<file path="config.mk">
export PLATFORM = sky130hd
export DESIGN_NAME = imem_load_ctrl_flat
export DESIGN_NICKNAME = d
export VERILOG_FILES = /design/src/rtl/imem_load_ctrl_if.sv /design/src/rtl/imem_load_ctrl.sv /design/src/flat_wrapper.sv
export SDC_FILE = /design/constraint.sdc
export NUM_CORES = 1
export LEC_CHECK = 0
export CAP_MARGIN = 20
export CORE_MARGIN = 2
export CORE_UTILIZATION = 36
export DETAILED_ROUTE_END_ITERATION = 10
export PLACE_DENSITY = 0.83
export SYNTH_ARGS = -nofsm -noshare
export SYNTH_HDL_FRONTEND = slang
export SYNTH_SLANG_ARGS = --single-unit
</file>
<file path="constraint.sdc">
create_clock -name clk -period 1.7 [get_ports clk]
set_input_delay 0.34 -clock clk [delete_from_list [all_inputs] [get_ports clk]]
set_output_delay 0.34 -clock clk [all_outputs]
set_load 0.01 [all_outputs]
</file>
<file path="src/rtl/imem_load_ctrl_if.sv">
// Purpose : bundles the image-load stream, the debug write port and the
//           instruction-memory write port of imem_load_ctrl.
// Ports   : master = load/debug source and memory sink; slave = the controller.
interface imem_load_ctrl_if #(
  parameter int width  = 32,
  parameter int ADDR_W = 8
);
  // image load stream (valid/ready)
  logic              ld_start;
  logic              ld_valid;
  logic [width-1:0]  ld_data;
  logic              ld_last;
  logic              ld_ready;
  // debug single-word write
  logic              dbg_wr_req;
  logic [ADDR_W-1:0] dbg_addr;
  logic [width-1:0]  dbg_data;
  logic              dbg_wr_ack;
  // instruction memory write port
  logic              mem_we;
  logic [ADDR_W-1:0] mem_waddr;
  logic [width-1:0]  mem_wdata;

  modport master (
    output ld_start, ld_valid, ld_data, ld_last,
    output dbg_wr_req, dbg_addr, dbg_data,
    input  ld_ready, dbg_wr_ack,
    input  mem_we, mem_waddr, mem_wdata
  );

  modport slave (
    input  ld_start, ld_valid, ld_data, ld_last,
    input  dbg_wr_req, dbg_addr, dbg_data,
    output ld_ready, dbg_wr_ack,
    output mem_we, mem_waddr, mem_wdata
  );
endinterface

</file>
<file path="src/rtl/imem_load_ctrl.sv">
// Purpose : loads a program image into instruction memory with the core held
//           in reset, then releases the core and arbitrates debug writes
//           against fetch by freezing and flushing the IF/ID register.
// Ports   : clk/rst_n; bus (load stream, debug write, memory write port);
//           hazard_stall in; fetch_en/fetch_clr/core_rst_n to the core;
//           word_count/load_done/overflow status.
// Latency : memory write one cycle after the load handshake or debug request;
//           ld_ready and fetch_en are combinational, all else registered.
module imem_load_ctrl #(
  parameter int width  = 32,
  parameter int ADDR_W = 8
) (
  input  logic              clk,
  input  logic              rst_n,
  imem_load_ctrl_if.slave   bus,
  input  logic              hazard_stall,
  output logic              fetch_en,
  output logic              fetch_clr,
  output logic              core_rst_n,
  output logic [ADDR_W:0]   word_count,
  output logic              load_done,
  output logic              overflow
);

  typedef enum logic [2:0] {IDLE, LOAD, FLUSH, RUN, DBG, ERR} state_t;

  localparam logic [ADDR_W:0] DEPTH     = {1'b1, {ADDR_W{1'b0}}};
  localparam logic [ADDR_W:0] LAST_ADDR = DEPTH - (ADDR_W+1)'(1);

  state_t state, state_nxt;
  // remembers whether the current FLUSH follows an image load (core release)
  // or a debug write (core already running)
  logic from_load, from_load_nxt;

  logic              mem_we_q, mem_we_d;
  logic [ADDR_W-1:0] mem_waddr_q, mem_waddr_d;
  logic [width-1:0]  mem_wdata_q, mem_wdata_d;
  logic              dbg_ack_q, dbg_ack_d;
  logic              fetch_clr_d, core_rst_n_d, load_done_d, overflow_d;
  logic [ADDR_W:0]   word_count_d;

  // ld_start wins over any same-cycle handshake or debug request
  logic ld_acc, dbg_go, at_top;
  assign ld_acc = (state == LOAD) && bus.ld_valid && !bus.ld_start;
  assign dbg_go = (state == RUN) && bus.dbg_wr_req && !bus.ld_start;
  assign at_top = (word_count == LAST_ADDR);

  // state register (plus the registered outputs)
  always_ff @(posedge clk or negedge rst_n) begin
    if (!rst_n) begin
      state       <= IDLE;
      from_load   <= 1'b0;
      mem_we_q    <= 1'b0;
      mem_waddr_q <= '0;
      mem_wdata_q <= '0;
      dbg_ack_q   <= 1'b0;
      fetch_clr   <= 1'b0;
      core_rst_n  <= 1'b0;
      word_count  <= '0;
      load_done   <= 1'b0;
      overflow    <= 1'b0;
    end else begin
      state       <= state_nxt;
      from_load   <= from_load_nxt;
      mem_we_q    <= mem_we_d;
      mem_waddr_q <= mem_waddr_d;
      mem_wdata_q <= mem_wdata_d;
      dbg_ack_q   <= dbg_ack_d;
      fetch_clr   <= fetch_clr_d;
      core_rst_n  <= core_rst_n_d;
      word_count  <= word_count_d;
      load_done   <= load_done_d;
      overflow    <= overflow_d;
    end
  end

  // next-state logic
  always_comb begin
    state_nxt     = state;
    from_load_nxt = from_load;
    if (bus.ld_start) begin
      state_nxt = LOAD;
    end else begin
      case (state)
        LOAD: begin
          if (ld_acc) begin
            if (bus.ld_last) begin
              state_nxt     = FLUSH;
              from_load_nxt = 1'b1;
            end else if (at_top) begin
              state_nxt = ERR;
            end
          end
        end
        FLUSH: state_nxt = RUN;
        RUN:   if (dbg_go) state_nxt = DBG;
        DBG: begin
          state_nxt     = FLUSH;
          from_load_nxt = 1'b0;
        end
        default: state_nxt = state;
      endcase
    end
  end

  // output logic: next values of the registered outputs
  always_comb begin
    mem_we_d    = ld_acc || dbg_go;
    mem_waddr_d = mem_waddr_q;
    mem_wdata_d = mem_wdata_q;
    if (ld_acc) begin
      mem_waddr_d = word_count[ADDR_W-1:0];
      mem_wdata_d = bus.ld_data;
    end else if (dbg_go) begin
      mem_waddr_d = bus.dbg_addr;
      mem_wdata_d = bus.dbg_data;
    end
    dbg_ack_d   = dbg_go;
    fetch_clr_d = (state_nxt == FLUSH);
    // after a load the core stays in reset through FLUSH; after a debug
    // write it never leaves the running domain
    core_rst_n_d = (state_nxt == RUN) || (state_nxt == DBG) ||
                   ((state_nxt == FLUSH) && (state == DBG));
    word_count_d = word_count;
    load_done_d  = load_done;
    overflow_d   = overflow;
    if (bus.ld_start) begin
      word_count_d = '0;
      load_done_d  = 1'b0;
      overflow_d   = 1'b0;
    end else begin
      if (ld_acc && (word_count != DEPTH))
        word_count_d = word_count + (ADDR_W+1)'(1);
      if (ld_acc && !bus.ld_last && at_top)
        overflow_d = 1'b1;
      if ((state == FLUSH) && from_load)
        load_done_d = 1'b1;
    end
  end

  assign bus.ld_ready   = (state == LOAD);
  assign fetch_en       = (state == RUN) && !hazard_stall;
  assign bus.mem_we     = mem_we_q;
  assign bus.mem_waddr  = mem_waddr_q;
  assign bus.mem_wdata  = mem_wdata_q;
  assign bus.dbg_wr_ack = dbg_ack_q;

endmodule

</file>
<file path="src/flat_wrapper.sv">
// flat-port wrapper written by rule: the top's interface ports become plain ports
module imem_load_ctrl_flat 
#(
  parameter int width  = 32,
  parameter int ADDR_W = 8
)
  (clk, rst_n, hazard_stall, fetch_en, fetch_clr, core_rst_n, word_count, load_done, overflow, bus_ld_start, bus_ld_valid, bus_ld_data, bus_ld_last, bus_dbg_wr_req, bus_dbg_addr, bus_dbg_data, bus_ld_ready, bus_dbg_wr_ack, bus_mem_we, bus_mem_waddr, bus_mem_wdata);
  imem_load_ctrl_if #(.width(width), .ADDR_W(ADDR_W)) bus_i ();
  input  logic clk;
  input  logic rst_n;
  input  logic hazard_stall;
  output logic fetch_en;
  output logic fetch_clr;
  output logic core_rst_n;
  output logic [ADDR_W:0] word_count;
  output logic load_done;
  output logic overflow;
  input wire logic [$bits(bus_i.ld_start)-1:0] bus_ld_start;
  input wire logic [$bits(bus_i.ld_valid)-1:0] bus_ld_valid;
  input wire logic [$bits(bus_i.ld_data)-1:0] bus_ld_data;
  input wire logic [$bits(bus_i.ld_last)-1:0] bus_ld_last;
  input wire logic [$bits(bus_i.dbg_wr_req)-1:0] bus_dbg_wr_req;
  input wire logic [$bits(bus_i.dbg_addr)-1:0] bus_dbg_addr;
  input wire logic [$bits(bus_i.dbg_data)-1:0] bus_dbg_data;
  output wire logic [$bits(bus_i.ld_ready)-1:0] bus_ld_ready;
  output wire logic [$bits(bus_i.dbg_wr_ack)-1:0] bus_dbg_wr_ack;
  output wire logic [$bits(bus_i.mem_we)-1:0] bus_mem_we;
  output wire logic [$bits(bus_i.mem_waddr)-1:0] bus_mem_waddr;
  output wire logic [$bits(bus_i.mem_wdata)-1:0] bus_mem_wdata;
  assign bus_i.ld_start = bus_ld_start;
  assign bus_i.ld_valid = bus_ld_valid;
  assign bus_i.ld_data = bus_ld_data;
  assign bus_i.ld_last = bus_ld_last;
  assign bus_i.dbg_wr_req = bus_dbg_wr_req;
  assign bus_i.dbg_addr = bus_dbg_addr;
  assign bus_i.dbg_data = bus_dbg_data;
  assign bus_ld_ready = bus_i.ld_ready;
  assign bus_dbg_wr_ack = bus_i.dbg_wr_ack;
  assign bus_mem_we = bus_i.mem_we;
  assign bus_mem_waddr = bus_i.mem_waddr;
  assign bus_mem_wdata = bus_i.mem_wdata;
  imem_load_ctrl #(.width(width), .ADDR_W(ADDR_W)) u_core (.clk(clk), .rst_n(rst_n), .bus(bus_i), .hazard_stall(hazard_stall), .fetch_en(fetch_en), .fetch_clr(fetch_clr), .core_rst_n(core_rst_n), .word_count(word_count), .load_done(load_done), .overflow(overflow));
endmodule
</file>
==> flow_summary.toml, run 1 <==
[route]
drc = 0
antenna_left = 0
wl_per_cell_um = 16.57
vias_per_cell = 5.048
vias = 2837
drt-total-wl_um = 9312
drtIter0Drc = 136
first_pass_iters = 4

[yosys]
synth.distinct_cells = 43
synth_most_common_cell = "dfrtp_1"
synth_flop_cell = "dfrtp_1"
synth-edff-count = 0
ys_ff_latch = 59
yosys-top-cells-count = "dfrtp_1 (59), inv_1 (50), a21oi_1 (44)"
yosys.area.top_type = "dfrtp_1"
syn_avg_cell_area_sq_um = 9.581
synthCells = 280
ys_seq_area_share_pct = 55.04
synth_area_leaders = "dfrtp_1 (55%), o22ai_1 (9.1%), a21oi_1 (8.2%)"
syn-num-nets = 362
synth-warning-count = 0
synth_top_cell_area_share_pct = 55.04
synthArstFlopShare_pct = 100.0
syn_area_sq_um = 2683

[worst_setup_path]
required_ns = 1.91
path_class = "flop to flop"
cp-end-kind = "flop"
critPathMaxFanout = 3
startpoint_type = "flop"
arrival_ns = 1.97

[floorplanning]
coreArea_sq_um = 7253
die_area_sq_um = 8158
ios = 136
die_w_um = 90.32
row_count = 31
die_h_um = 90.32
start_util_pct = 36.98

[global_routing]
overflow = 0
grt_antenna_before_repair = 0
track_usage_pct = 21.11
grt_pass1_vias = 2794
grt_max_degree = 33
grt_pass1_wl_um = 13630

[clock_network]
cts.clk_slew.worst_paths_ns = 0.06
cts_tree = "built"
htree_levels = 3
worstSkewPairLatency_ns = 0.34
clock-sinks = 59
clock-root-buffer = "clkbuf_8"
clk_path_buf_depth = 2
cts_inserted_buffers = 9

[power]
ir_drop_mv = 0.6369
switching_share_pct = 33.78
p_seq_share_pct = 32.8
combinationalPowerShare_pct = 48.8
p_int_uw = 4498
cellPowerDensity_nw_per_um2 = 1347
p_leak_uw = 0.002288
p_switching_uw = 2294
clock_power_share_pct = 18.5

[run_status]
status = "finished with violations"
failed_checks = "negative setup slack"

[cells_and_area]
syn_to_final_growth_pct = 87.97
fill_cells = 529
design_area_sq_um = 5042
instances_no_fill = 562
seqCellArea_sq_um = 1483
diodes = 0
multi_input_area_sq_um = 1262
final_util_pct = 69.52
drive_above_1_share_pct = 29.37
fin_nets = 540

[sta]
period_needed_ns = 1.753
finalSetupViolations = 6
whs_ns = 0.5010
fin_crit_sh_pct = 103.1
drv_slew = 0
skew_ns = 0.01303
max-slew-margin-rel_pct = 70.72
fin_ws_ns = -0.05349
rsz0062_at_grt = "yes"
timing_hold_violations_final = 0
tightest_slew_ns = 0.4392
fmax_mhz = 570.3

[placement]
port_buffers = 135
hpwl_um = 6309
dp.cells = 534
gp_congestion = 0.8294
placed_area_sq_um = 4393

[worst_hold_path]
hp-class = "input pin to async pin"

[flow_run]
maxCapViolations = 0
## kinds of logic after synthesis
family / share of synthesized area [%]
multiplexers: 0.7929
flip-flops: 55.04
adder cells (fa/ha/maj): 1.399
buffers and inverters: 9.934
AO/OA/AOI/OAI: 21.74
AND/OR/NAND/NOR: 10.12
XOR/XNOR: 0.9797
## layer usage
layer	vias to the layer above	track usage, %	wire, um
met4	0	9.103	218
met1	1360	25.27	3712
met2	130	36.90	4874
met5	-	0	0
li1	1323	-	-
met3	24	4.257	507
## placed cells by master (no fill, tap or decap), drive strengths merged, types with 2 or more instances in the layout
cell type / n
buf: 48
a21oi: 44
nor4: 2
and3: 2
nor2: 12
or3b: 2
o21ai: 2
nand3: 3
clkinv: 4
nor3: 5
o22ai: 39
nor2b: 3
nand2b: 4
clkdlybuf4s50: 124
inv: 50
a31oi: 4
ha: 3
xnor2: 3
clkbuf: 13
nand2: 6
dlygate4sd2: 7
dfrtp: 59
o31ai: 3
## registers in the layout, indices dropped and copies added (netlist names), 3 cells and up
signal                count
u_core.word_count         9
u_core.state              3
u_core.bus.mem_wdata     32
u_core.bus.mem_waddr      8
## layout make-up
class,count,share of cell area (%)
tap,99,2.457
inverter,51,3.896
multi-input combinational,154,25.04
clock buffer,11,2.804
sequential,59,29.40
clock inverter,5,1.042
timing repair buffer,183,35.36
## repair_timing
action	in CTS	in global routing
cloned	0	4
resized for setup	33	66
setup endpoints to repair	61	51
hold endpoints to repair	15	0
buffers inserted	5	2
hold buffers	1	0
pin swaps	7	40
## worst max-delay path: stages (launching register included)
cell      delay [ns]
dfrtp_1         0.38
or3b_4          0.44
buf_6           0.15
buf_6           0.12
a211oi_4        0.23
nor2_2          0.07
mux2_4          0.26
## power by group through the flow
stage | logic [uW] | registers, uW | clock network [uW]
2_1_floorplan | 799 | 2480 | 0
3_3_place_gp | 2610 | 2210 | 0
3_5_place_dp | 2680 | 2240 | 0
4_1_cts | 2760 | 2220 | 1280
5_1_grt | 3510 | 2290 | 1340
6_report | 3310 | 2230 | 1250
## worst paths after layout
check                      depth (start not counted)                  endpoint  slack [ns]             from
min in group clk                                   2           u_core.overflow        0.50  u_core.overflow
max in group asynchronous                          3  u_core.bus.mem_wdata[25]        0.68            rst_n
setup / recovery                                   6      u_core.word_count[0]       -0.05  u_core.state[2]
hold / removal                                     2   u_core.bus.mem_waddr[7]        0.50            rst_n
setup reg to reg                                   6      u_core.word_count[0]       -0.05  u_core.state[2]
hold reg to reg                                    2           u_core.overflow        0.50  u_core.overflow
## stage by stage
| stage | setup TNS [ns] | setup WS [ns] | total power [uW] |
|---|---|---|---|
| after global routing | -2.636 | -0.1167 | 7140 |
| after detailed placement | -12.92 | -0.3029 | 4925 |
| after global placement | -11.00 | -0.2586 | 4824 |
| after CTS | -0.3501 | -0.09194 | 6256 |
| after floorplan | -0.01187 | -0.01152 | 3282 |
| final | -0.2002 | -0.05349 | 6792 |
Note: power is estimated with default switching activity, not from simulation.
==> run 2, diff against run 1 <==
--- a/config.mk
+++ b/config.mk
@@ -8,6 +8,7 @@
 export CAP_MARGIN = 20
 export CORE_MARGIN = 2
 export CORE_UTILIZATION = 36
+export CTS_CLUSTER_SIZE = 28
 export DETAILED_ROUTE_END_ITERATION = 10
 export PLACE_DENSITY = 0.83
 export SYNTH_ARGS = -nofsm -noshare
==> results of run 2 <==
No change in the layout: final DEF, timing and power equal those of run 1.
